`src/rtl/csr_pkg.sv`:
```
// rtl/csr_pkg.sv - shared CSR addresses, op/cause codes and FSM states for the trap unit
package csr_pkg;
  localparam logic [11:0] CSR_MSTATUS  = 12'h300;
  localparam logic [11:0] CSR_MIE      = 12'h304;
  localparam logic [11:0] CSR_MTVEC    = 12'h305;
  localparam logic [11:0] CSR_MSCRATCH = 12'h340;
  localparam logic [11:0] CSR_MEPC     = 12'h341;
  localparam logic [11:0] CSR_MCAUSE   = 12'h342;
  localparam logic [11:0] CSR_MIP      = 12'h344;
  localparam logic [11:0] CSR_MCYCLE   = 12'hB00;
  localparam logic [11:0] CSR_MCYCLEH  = 12'hB80;

  typedef enum logic [1:0] {
    CSR_NONE = 2'b00,
    CSR_RW   = 2'b01,
    CSR_RS   = 2'b10,
    CSR_RC   = 2'b11
  } csr_op_e;

  localparam logic [4:0] CAUSE_MSI       = 5'd3;
  localparam logic [4:0] CAUSE_MTI       = 5'd7;
  localparam logic [4:0] CAUSE_MEI       = 5'd11;
  localparam logic [4:0] CAUSE_PLAT_BASE = 5'd16;

  localparam int MSTATUS_MIE_BIT  = 3;
  localparam int MSTATUS_MPIE_BIT = 7;
  localparam logic [31:0] MSTATUS_MPP_BITS = 32'h0000_1800;

  typedef enum logic [0:0] {
    RUN      = 1'b0,
    REDIRECT = 1'b1
  } fsm_state_e;

  function automatic logic [31:0] csr_apply(input csr_op_e op, input logic [31:0] old_val,
                                            input logic [31:0] wdata);
    case (op)
      CSR_RW:  return wdata;
      CSR_RS:  return old_val | wdata;
      CSR_RC:  return old_val & ~wdata;
      default: return old_val;
    endcase
  endfunction
endpackage

```
`src/rtl/csr_irq_prio.sv`:
```
// rtl/csr_irq_prio.sv - fixed-priority interrupt selector: MEI > MSI > MTI > plat[0] > ... > plat[N-1]
module csr_irq_prio #(
  parameter int NUM_PLAT_IRQ = 4
) (
  input  logic                    msi_i,
  input  logic                    mti_i,
  input  logic                    mei_i,
  input  logic [NUM_PLAT_IRQ-1:0] plat_i,
  output logic                    valid_o,
  output logic [4:0]              cause_o
);
  import csr_pkg::*;

  always_comb begin
    valid_o = 1'b0;
    cause_o = 5'd0;
    // Scan from the weakest source upward so each stronger hit overrides.
    for (int i = NUM_PLAT_IRQ - 1; i >= 0; i--) begin
      if (plat_i[i]) begin
        valid_o = 1'b1;
        cause_o = CAUSE_PLAT_BASE + 5'(i);
      end
    end
    if (mti_i) begin
      valid_o = 1'b1;
      cause_o = CAUSE_MTI;
    end
    if (msi_i) begin
      valid_o = 1'b1;
      cause_o = CAUSE_MSI;
    end
    if (mei_i) begin
      valid_o = 1'b1;
      cause_o = CAUSE_MEI;
    end
  end
endmodule

```
`src/rtl/csr_trap_unit.sv`:
```
// rtl/csr_trap_unit.sv - machine-mode CSR file and trap/mret redirect controller
module csr_trap_unit #(
  parameter int          XLEN         = 32,
  parameter int          NUM_PLAT_IRQ = 4,
  parameter logic [31:0] RESET_MTVEC  = 32'h0000_0000
) (
  input  logic                    clk,
  input  logic                    reset,
  input  logic [XLEN-1:0]         pc_i,
  input  logic [11:0]             csr_addr_i,
  input  logic [1:0]              csr_op_i,
  input  logic [XLEN-1:0]         csr_wdata_i,
  output logic [XLEN-1:0]         csr_rdata_o,
  output logic                    illegal_csr_o,
  input  logic                    sw_irq_i,
  input  logic                    timer_irq_i,
  input  logic                    ext_irq_i,
  input  logic [NUM_PLAT_IRQ-1:0] plat_irq_i,
  input  logic                    exc_i,
  input  logic [4:0]              exc_cause_i,
  input  logic                    is_mret_i,
  output logic                    trap_taken_o,
  output logic [XLEN-1:0]         trap_pc_o
);
  import csr_pkg::*;

  localparam logic [31:0] MIE_MASK = 32'h0000_0888 | (((32'd1 << NUM_PLAT_IRQ) - 32'd1) << 16);

  fsm_state_e  state_q, state_d;
  logic        mie_bit_q, mie_bit_d, mpie_q, mpie_d;
  logic [31:0] mie_q, mie_d, mtvec_q, mtvec_d, mscratch_q, mscratch_d;
  logic [31:0] mepc_q, mepc_d, mcause_q, mcause_d, mip_q, mip_d, trap_pc_q, trap_pc_d;
  logic [63:0] mcycle_q, mcycle_d;
  logic [31:0] rdata, mstatus_rd, wr_val, trap_base;
  logic        hit, csr_we, irq_valid;
  logic [4:0]  irq_cause;

  assign mstatus_rd = MSTATUS_MPP_BITS | ({31'b0, mpie_q} << MSTATUS_MPIE_BIT)
                    | ({31'b0, mie_bit_q} << MSTATUS_MIE_BIT);
  assign trap_base  = {mtvec_q[31:2], 2'b00};

  always_comb begin
    rdata = 32'h0;
    hit   = 1'b1;
    case (csr_addr_i)
      CSR_MSTATUS:  rdata = mstatus_rd;
      CSR_MIE:      rdata = mie_q;
      CSR_MTVEC:    rdata = mtvec_q;
      CSR_MSCRATCH: rdata = mscratch_q;
      CSR_MEPC:     rdata = mepc_q;
      CSR_MCAUSE:   rdata = mcause_q;
      CSR_MIP:      rdata = mip_q;
      CSR_MCYCLE:   rdata = mcycle_q[31:0];
      CSR_MCYCLEH:  rdata = mcycle_q[63:32];
      default:      hit = 1'b0;
    endcase
  end

  assign csr_rdata_o   = rdata;
  assign illegal_csr_o = !hit && (csr_op_i != CSR_NONE);
  assign trap_taken_o  = (state_q == REDIRECT);
  assign trap_pc_o     = trap_pc_q;

  always_comb begin
    mip_d     = 32'h0;
    mip_d[3]  = sw_irq_i;
    mip_d[7]  = timer_irq_i;
    mip_d[11] = ext_irq_i;
    for (int i = 0; i < NUM_PLAT_IRQ; i++) mip_d[16+i] = plat_irq_i[i];
  end

  csr_irq_prio #(.NUM_PLAT_IRQ(NUM_PLAT_IRQ)) u_prio (
    .msi_i   (mip_q[3] & mie_q[3]),
    .mti_i   (mip_q[7] & mie_q[7]),
    .mei_i   (mip_q[11] & mie_q[11]),
    .plat_i  (mip_q[16 +: NUM_PLAT_IRQ] & mie_q[16 +: NUM_PLAT_IRQ]),
    .valid_o (irq_valid),
    .cause_o (irq_cause)
  );

  always_comb begin
    state_d    = RUN;
    mie_bit_d  = mie_bit_q;
    mpie_d     = mpie_q;
    mie_d      = mie_q;
    mtvec_d    = mtvec_q;
    mscratch_d = mscratch_q;
    mepc_d     = mepc_q;
    mcause_d   = mcause_q;
    trap_pc_d  = trap_pc_q;
    mcycle_d   = mcycle_q + 64'd1;
    wr_val     = csr_apply(csr_op_e'(csr_op_i), rdata, csr_wdata_i);
    csr_we     = (state_q == RUN) && (csr_op_i != CSR_NONE) && hit;

    // Trap and mret updates own the cycle, so any concurrent CSR write is dropped.
    if (state_q == RUN) begin
      if (exc_i) begin
        state_d   = REDIRECT;
        csr_we    = 1'b0;
        mepc_d    = pc_i;
        mcause_d  = {27'b0, exc_cause_i};
        mpie_d    = mie_bit_q;
        mie_bit_d = 1'b0;
        trap_pc_d = trap_base;
      end else if (is_mret_i) begin
        state_d   = REDIRECT;
        csr_we    = 1'b0;
        mie_bit_d = mpie_q;
        mpie_d    = 1'b1;
        trap_pc_d = mepc_q;
      end else if (mie_bit_q && irq_valid) begin
        state_d   = REDIRECT;
        csr_we    = 1'b0;
        mepc_d    = pc_i;
        mcause_d  = {1'b1, 26'b0, irq_cause};
        mpie_d    = mie_bit_q;
        mie_bit_d = 1'b0;
        trap_pc_d = mtvec_q[0] ? trap_base + {25'b0, irq_cause, 2'b00} : trap_base;
      end
    end

    if (csr_we) begin
      case (csr_addr_i)
        CSR_MSTATUS: begin
          mie_bit_d = wr_val[MSTATUS_MIE_BIT];
          mpie_d    = wr_val[MSTATUS_MPIE_BIT];
        end
        CSR_MIE:      mie_d = wr_val & MIE_MASK;
        CSR_MTVEC:    mtvec_d = {wr_val[31:2], 1'b0, wr_val[0]};
        CSR_MSCRATCH: mscratch_d = wr_val;
        CSR_MEPC:     mepc_d = {wr_val[31:2], 2'b00};
        CSR_MCAUSE:   mcause_d = wr_val;
        CSR_MCYCLE:   mcycle_d[31:0] = wr_val;
        CSR_MCYCLEH:  mcycle_d[63:32] = wr_val;
        default: ;
      endcase
    end
  end

  always_ff @(posedge clk or posedge reset) begin
    if (reset) begin
      state_q    <= RUN;
      mie_bit_q  <= 1'b0;
      mpie_q     <= 1'b0;
      mie_q      <= 32'h0;
      mtvec_q    <= RESET_MTVEC;
      mscratch_q <= 32'h0;
      mepc_q     <= 32'h0;
      mcause_q   <= 32'h0;
      mip_q      <= 32'h0;
      mcycle_q   <= 64'h0;
      trap_pc_q  <= 32'h0;
    end else begin
      state_q    <= state_d;
      mie_bit_q  <= mie_bit_d;
      mpie_q     <= mpie_d;
      mie_q      <= mie_d;
      mtvec_q    <= mtvec_d;
      mscratch_q <= mscratch_d;
      mepc_q     <= mepc_d;
      mcause_q   <= mcause_d;
      mip_q      <= mip_d;
      mcycle_q   <= mcycle_d;
      trap_pc_q  <= trap_pc_d;
    end
  end
endmodule

```
`config.mk`:
```
export PLATFORM = sky130hd
export DESIGN_NAME = csr_trap_unit
export DESIGN_NICKNAME = d
export VERILOG_FILES = /design/src/rtl/csr_pkg.sv /design/src/rtl/csr_irq_prio.sv /design/src/rtl/csr_trap_unit.sv
export SDC_FILE = /design/constraint.sdc
export NUM_CORES = 1
export LEC_CHECK = 0
export CAP_MARGIN = 0
export CORE_MARGIN = 10
export CORE_UTILIZATION = 57
export CTS_CLUSTER_SIZE = 25
export DETAILED_ROUTE_END_ITERATION = 10
export GPL_TIMING_DRIVEN = 0
export PLACE_DENSITY = 0.85
export SLEW_MARGIN = 20
export SYNTH_ARGS = -nofsm -noshare
export SYNTH_HDL_FRONTEND = slang
export SYNTH_SLANG_ARGS = --single-unit
```
`constraint.sdc`:
```
create_clock -name clk -period 11.8 [get_ports clk]
set_input_delay 3.54 -clock clk [delete_from_list [all_inputs] [get_ports clk]]
set_output_delay 3.54 -clock clk [all_outputs]
set_load 0.02 [all_outputs]
```
==> Yosys cells after proc, flatten, opt, wreduce, memory -nomap -nowiden <==
Index checks and enable logic that the tools add are counted.
{ "op_classes": {"add_sub_neg": 2, "n_mul": 0, "div_mod_pow": 0, "magnitude_cmp": 0, "eq_ne": 12, "shifts": 0, "muxes": 56, "bitwise": 9, "n_reduce_logical": 12} }
{ "op_table": {"columns": ["operator", "count"], "rows": [
  ["$mux 32", 18],
  ["$pmux 32 s9", 1],
  ["$pmux 32 s3", 1],
  ["$eq 12x10->1 const B", 7],
  ["$add 64x1->64 const B", 1],
  ["$mux 64", 1],
  ["$mux 5", 7],
  ["$add 32x7->32", 1],
  ["$and 32x32->32", 1],
  ["$not 32->32", 1],
  ["$or 32x32->32", 1],
  ["$mux 1", 28],
  ["$eq 12x12->1 const B", 2],
  ["$or 13x4->13", 1],
  ["$reduce_or 9->1", 1],
  ["$reduce_and 2->1", 4],
  ["$and 4x4->4", 1],
  ["$eq 2x2->1 const B", 2],
  ["$logic_and 1x1->1", 4],
  ["$and 1x1->1", 3],
  ["$reduce_bool 3->1", 1],
  ["$eq 2x1->1 const B", 1],
  ["$reduce_bool 2->1", 1],
  ["$logic_not 1->1", 1],
  ["$not 1->1", 1]
]} }
{ "word_totals": {"register_bits": 240, "latch_bits": 0, "ramBits": 0, "romBits": 0, "inputBits": 94, "word_cells": 102, "n_memories": 0} }

==> Longest topological paths before layout <==
{ "depth": {"ltp_word": 15, "depth_mapped": 12} }

==> Modules after synthesis <==
Synthesis repeated with hierarchy kept, for this count alone.
{ "unflattened": {"cells_unflattened": 1588, "hier_area_um2": 14538.9} }
{ "modules_own_cells": {"columns": ["mod", "n_inst", "cells_each", "area_each_um2", "seq_area_each_um2"], "rows": [
  ["csr_trap_unit", 1, 1577, 14460.1, 6005.8],
  ["csr_irq_prio", 1, 11, 78.8, 0.0]
]} }

==> Worst setup path before layout <==
OpenSTA, ideal clock, no wires.
{ "synth_timing": {"kind": "input to output", "start": "input csr_addr_i[7]", "end": "output csr_rdata_o[0]", "t_arrival_ns": 5.247, "required_time_ns": 8.260, "path_slack_ns": 3.013, "cell_stages": 7, "path_cell_list": "clkbuf_1 or4_1 nor4_2 buf_2 buf_4 a22oi_1 nand3_1"} }
{ "synth_between": {"elab_chain_cells": 2, "word_cells_on_any_way": 10, "classes_between": "9 x eq/ne; 1 x mux"} }
{ "synth_lines": {"columns": ["item", "line_no", "source"], "rows": [
  ["start: declaration", "csr_trap_unit.sv:10", "input logic [11:0] csr_addr_i,"],
  ["$eq 12x12->1 / $eq 12x10->1 (equally long branches)", "csr_trap_unit.sv:45", "case (csr_addr_i)"],
  ["$pmux 32 s9 (*)", "csr_trap_unit.sv:45", null],
  ["end: declaration", "csr_trap_unit.sv:13", "output logic [XLEN-1:0] csr_rdata_o,"]
]} }
Every way passes the cells marked *; elsewhere a longest branch is shown, timed or not.

==> Worst setup path after layout <==
{ "layout_timing": {"start": "input csr_addr_i[6]", "end": "output csr_rdata_o[9]"} }
The elaborated chain is that of the path after synthesis.

==> summary.txt <==
outcome: completed
worst hold path depth: 2
fraction of final layout cells sized beyond drive strength 1: 0.0717
Yosys warning total: 0
vias in the first global route: 14300
latest clock arrival within the worst-skew pair: 0.56 ns
dominant cell type by area after synthesis: dfrtp_1
r2r worst-path depth: 9
Min Clock Period, post-route: 10.62 ns
sequential area share after synthesis: 0.418
Most used DFF post-synth: dfrtp_1
CP arrival: 7.08 ns
Tcrit/Tclk final: 0.900
most frequent cells in the layout: dfrtp_1 (240), nand2_1 (214), clkdlybuf4s50_1 (154)
Die Area: 0.0320 mm^2
Worst Tran Pin Value: 1.27 ns
CTS clock-pin slew for the worst setup and hold paths: 0.07 ns
overall power: 2.17 mW
final core utilization: 0.697
maximum capacitance violations: 0
Worst slew margin: 0.154
routability cong.: 1.01
worst ir drop on vdd: 146 uV
ports placed on the boundary: 160
clock share of power: 0.425
critical path startpoint category: input pin
Placement Cell Area: 0.0164 mm^2
effective utilization at floorplan: 0.574
Syn-to-layout area delta: 21.4%
sum of overflow across all layers after global routing: 0
Hold Path Class: reg2reg
number of gates given a new drive strength after cts: 0
type of the worst setup path: in2out
count of input and output buffers: 154
reported leakage power: 7.06 nW
Nets: 1964
highest achievable clock rate: 94.2 MHz
share of total power consumed by net switching: 0.281
worst clock skew on the final layout: 0.0147 ns
detailed-route wire length per cell: 26.2 um
proportion of register bits with asynchronous set or reset after synthesis: 1.00
setup repair after global routing missed its margin: no
Pint: 1.56 mW
Crit path required time: 8.26 ns
total length of routed wires: 58000 um
number of enable-type register cells in the synthesized netlist: 0
final hold violation count: 0
Syn Std Cell Area: 0.0144 mm^2
Pre-Repair DR Iteration Count: 9
Slowest-stage cell, CP: clkdlybuf4s50_1
maximum cell stage delay along the critical path: 0.65 ns
number of buffers created by CTS: 27
Post-Synthesis Cells: 1662
power density normalized to cell area: 124 mW/mm^2
part of the power in registers: 0.424
Pins Over Slew Limit: 0
Root Buffer Master: clkbuf_16
Via Count: 15200
number of storage elements in the synthesis netlist: 240
Worst Setup End Kind: primary output
number of core rows: 58
height of the chip: 179 um
number of nets in the synthesized netlist: 1763
average via count per standard cell: 6.88
number of buffers between clock root and the deepest sink: 3
core region area: 0.0250 mm^2
number of hold-repair buffers added at the cts stage: 0
die width: 179 um
Critical Path, Cell by Cell: clkdlybuf4s50_1 -> clkbuf_1 -> nor4bb_1 -> and3_1 -> buf_2 -> clkbuf_1 -> a22oi_1 -> nand3_1 -> clkdlybuf4s50_1
CP max FO: 10
average instance area after synthesis: 8.65 um^2
cell types with the largest area share after synthesis: dfrtp_1 (42%), nand2_1 (5.6%), o21ai_0 (4.5%), a21oi_1 (4.5%), nand3_1 (3.5%)
Cell Count, Final, Fillers Out: 2215
GRT Total Usage: 0.350
postcts setup bufs: 0
Post-route DRC: 0
antenna violations before repair: 2
total number of clock tree sinks: 240
maximum number of pins on one net before global-route repair: 101
first-pass GRT wire length: 86000 um
number of levels in the clock H-tree: 1
Cells after DPL: 2153
most common cell after layout, fill and taps aside: dfrtp_1
Setup-failing EPs final: 0
combinational fraction of design power: 0.151
top-area cell type share of the netlist area: 0.418
DPL Wire Length: 44000 um
summed area of non-filler cells in the final layout: 0.0175 mm^2
violation count after the first detailed-route iteration: 2196
number of library cell types mapped by synthesis: 71
number of antenna-violating nets in the routed design: 0
switching power: 0.608 mW
clock tree from TritonCTS: yes
power groups by stage:
stage,combinational (mW),clock [mW],sequential (mW)
after detailed placement,0.314,0,0.930
after CTS,0.317,0.915,0.915
after global routing,0.349,0.952,0.922
after floorplan,0.158,0,0.934
final,0.328,0.921,0.918
after global placement,0.305,0,0.929
synth_stat cells (25+ instances only):
cell	count
nor2_1	93
clkbuf_1	96
mux2_2	27
nand3_1	100
a221oi_1	29
and2_1	36
a211oi_1	36
a41oi_1	25
nor2b_1	31
o21ai_0	130
xnor2_1	44
nand4_1	26
a21oi_1	128
nand2_1	214
a22oi_1	57
mux2i_1	36
dfrtp_1	240
nor4_1	33
xor2_1	31
critical path, delay by kind of cell:
family	cells	cell delay [ns]
simple gates	3	1.06
compound gates	1	0.33
buf+inv	5	2.13
per-stage QoR:
stage	hold slack [ns]	setup slack [ns]	setup TNS, ns
finish	0.482	1.18	0
global route	0.499	1.10	0
CTS	0.485	1.31	0
detailed placement	0.471	1.31	0
global placement	0.462	-1.31	-305.11
floorplan	0.449	1.67	0
sequential cells by signal, summed over array words and instances, names as in the netlist:
register and flops:
trap_pc_o 32, mie_bit_q 1, mip_q 7, mtvec_q 31
trap_taken_o 1, mscratch_q 32, mpie_q 1, mcause_q 32
mepc_q 32, mcycle_q 64, mie_q 7
path summary, 6_finish.rpt:
path / slack (ns) / from / to
worst max-delay path: 1.18 / csr_addr_i[6] / csr_rdata_o[9]
worst max register to register: 7.26 / mip_q[11]$_DFF_PP0_ / trap_pc_o[21]$_DFFE_PP0P_
worst min register to register: 0.48 / trap_pc_o[3]$_DFFE_PP0P_ / trap_pc_o[3]$_DFFE_PP0P_
min in group asynchronous: 3.51 / reset / mtvec_q[13]$_DFFE_PP0P_
worst min-delay path: 0.48 / trap_pc_o[3]$_DFFE_PP0P_ / trap_pc_o[3]$_DFFE_PP0P_
max in group asynchronous: 7.36 / reset / mcycle_q[61]$_DFF_PP0_
per-layer routing:
layer / up-vias / track usage / share of wire
met5: - / 0 / 0.00031
met4: 2 / 0.153 / 0.050
met3: 216 / 0.0756 / 0.11
met2: 1160 / 0.560 / 0.46
met1: 7303 / 0.449 / 0.37
li1: 6560 / - / -
cell type report:
cell class              count  area (um^2)
flip-flops and latches    240         6010
clock inverters            18          228
plain buffers             129          517
fillers                  2082         7580
clock buffers              32          734
repair buffers            172         1680
diodes                      1         2.50
inverters                  19         78.8
well taps                 330          413
multi-input cells        1274         7800
cell families after synthesis:
group | after synthesis | share of synthesized area
DFF | 240 | 0.418
adders and majority gates | 7 | 0.00661
buffers and inverters | 148 | 0.0409
xor gates and xnor gates | 75 | 0.0457
AOI/OAI and AO/OA | 499 | 0.226
and+or+nand+nor | 630 | 0.218
muxes | 63 | 0.0462
Note: power is estimated with default switching activity, not from simulation.
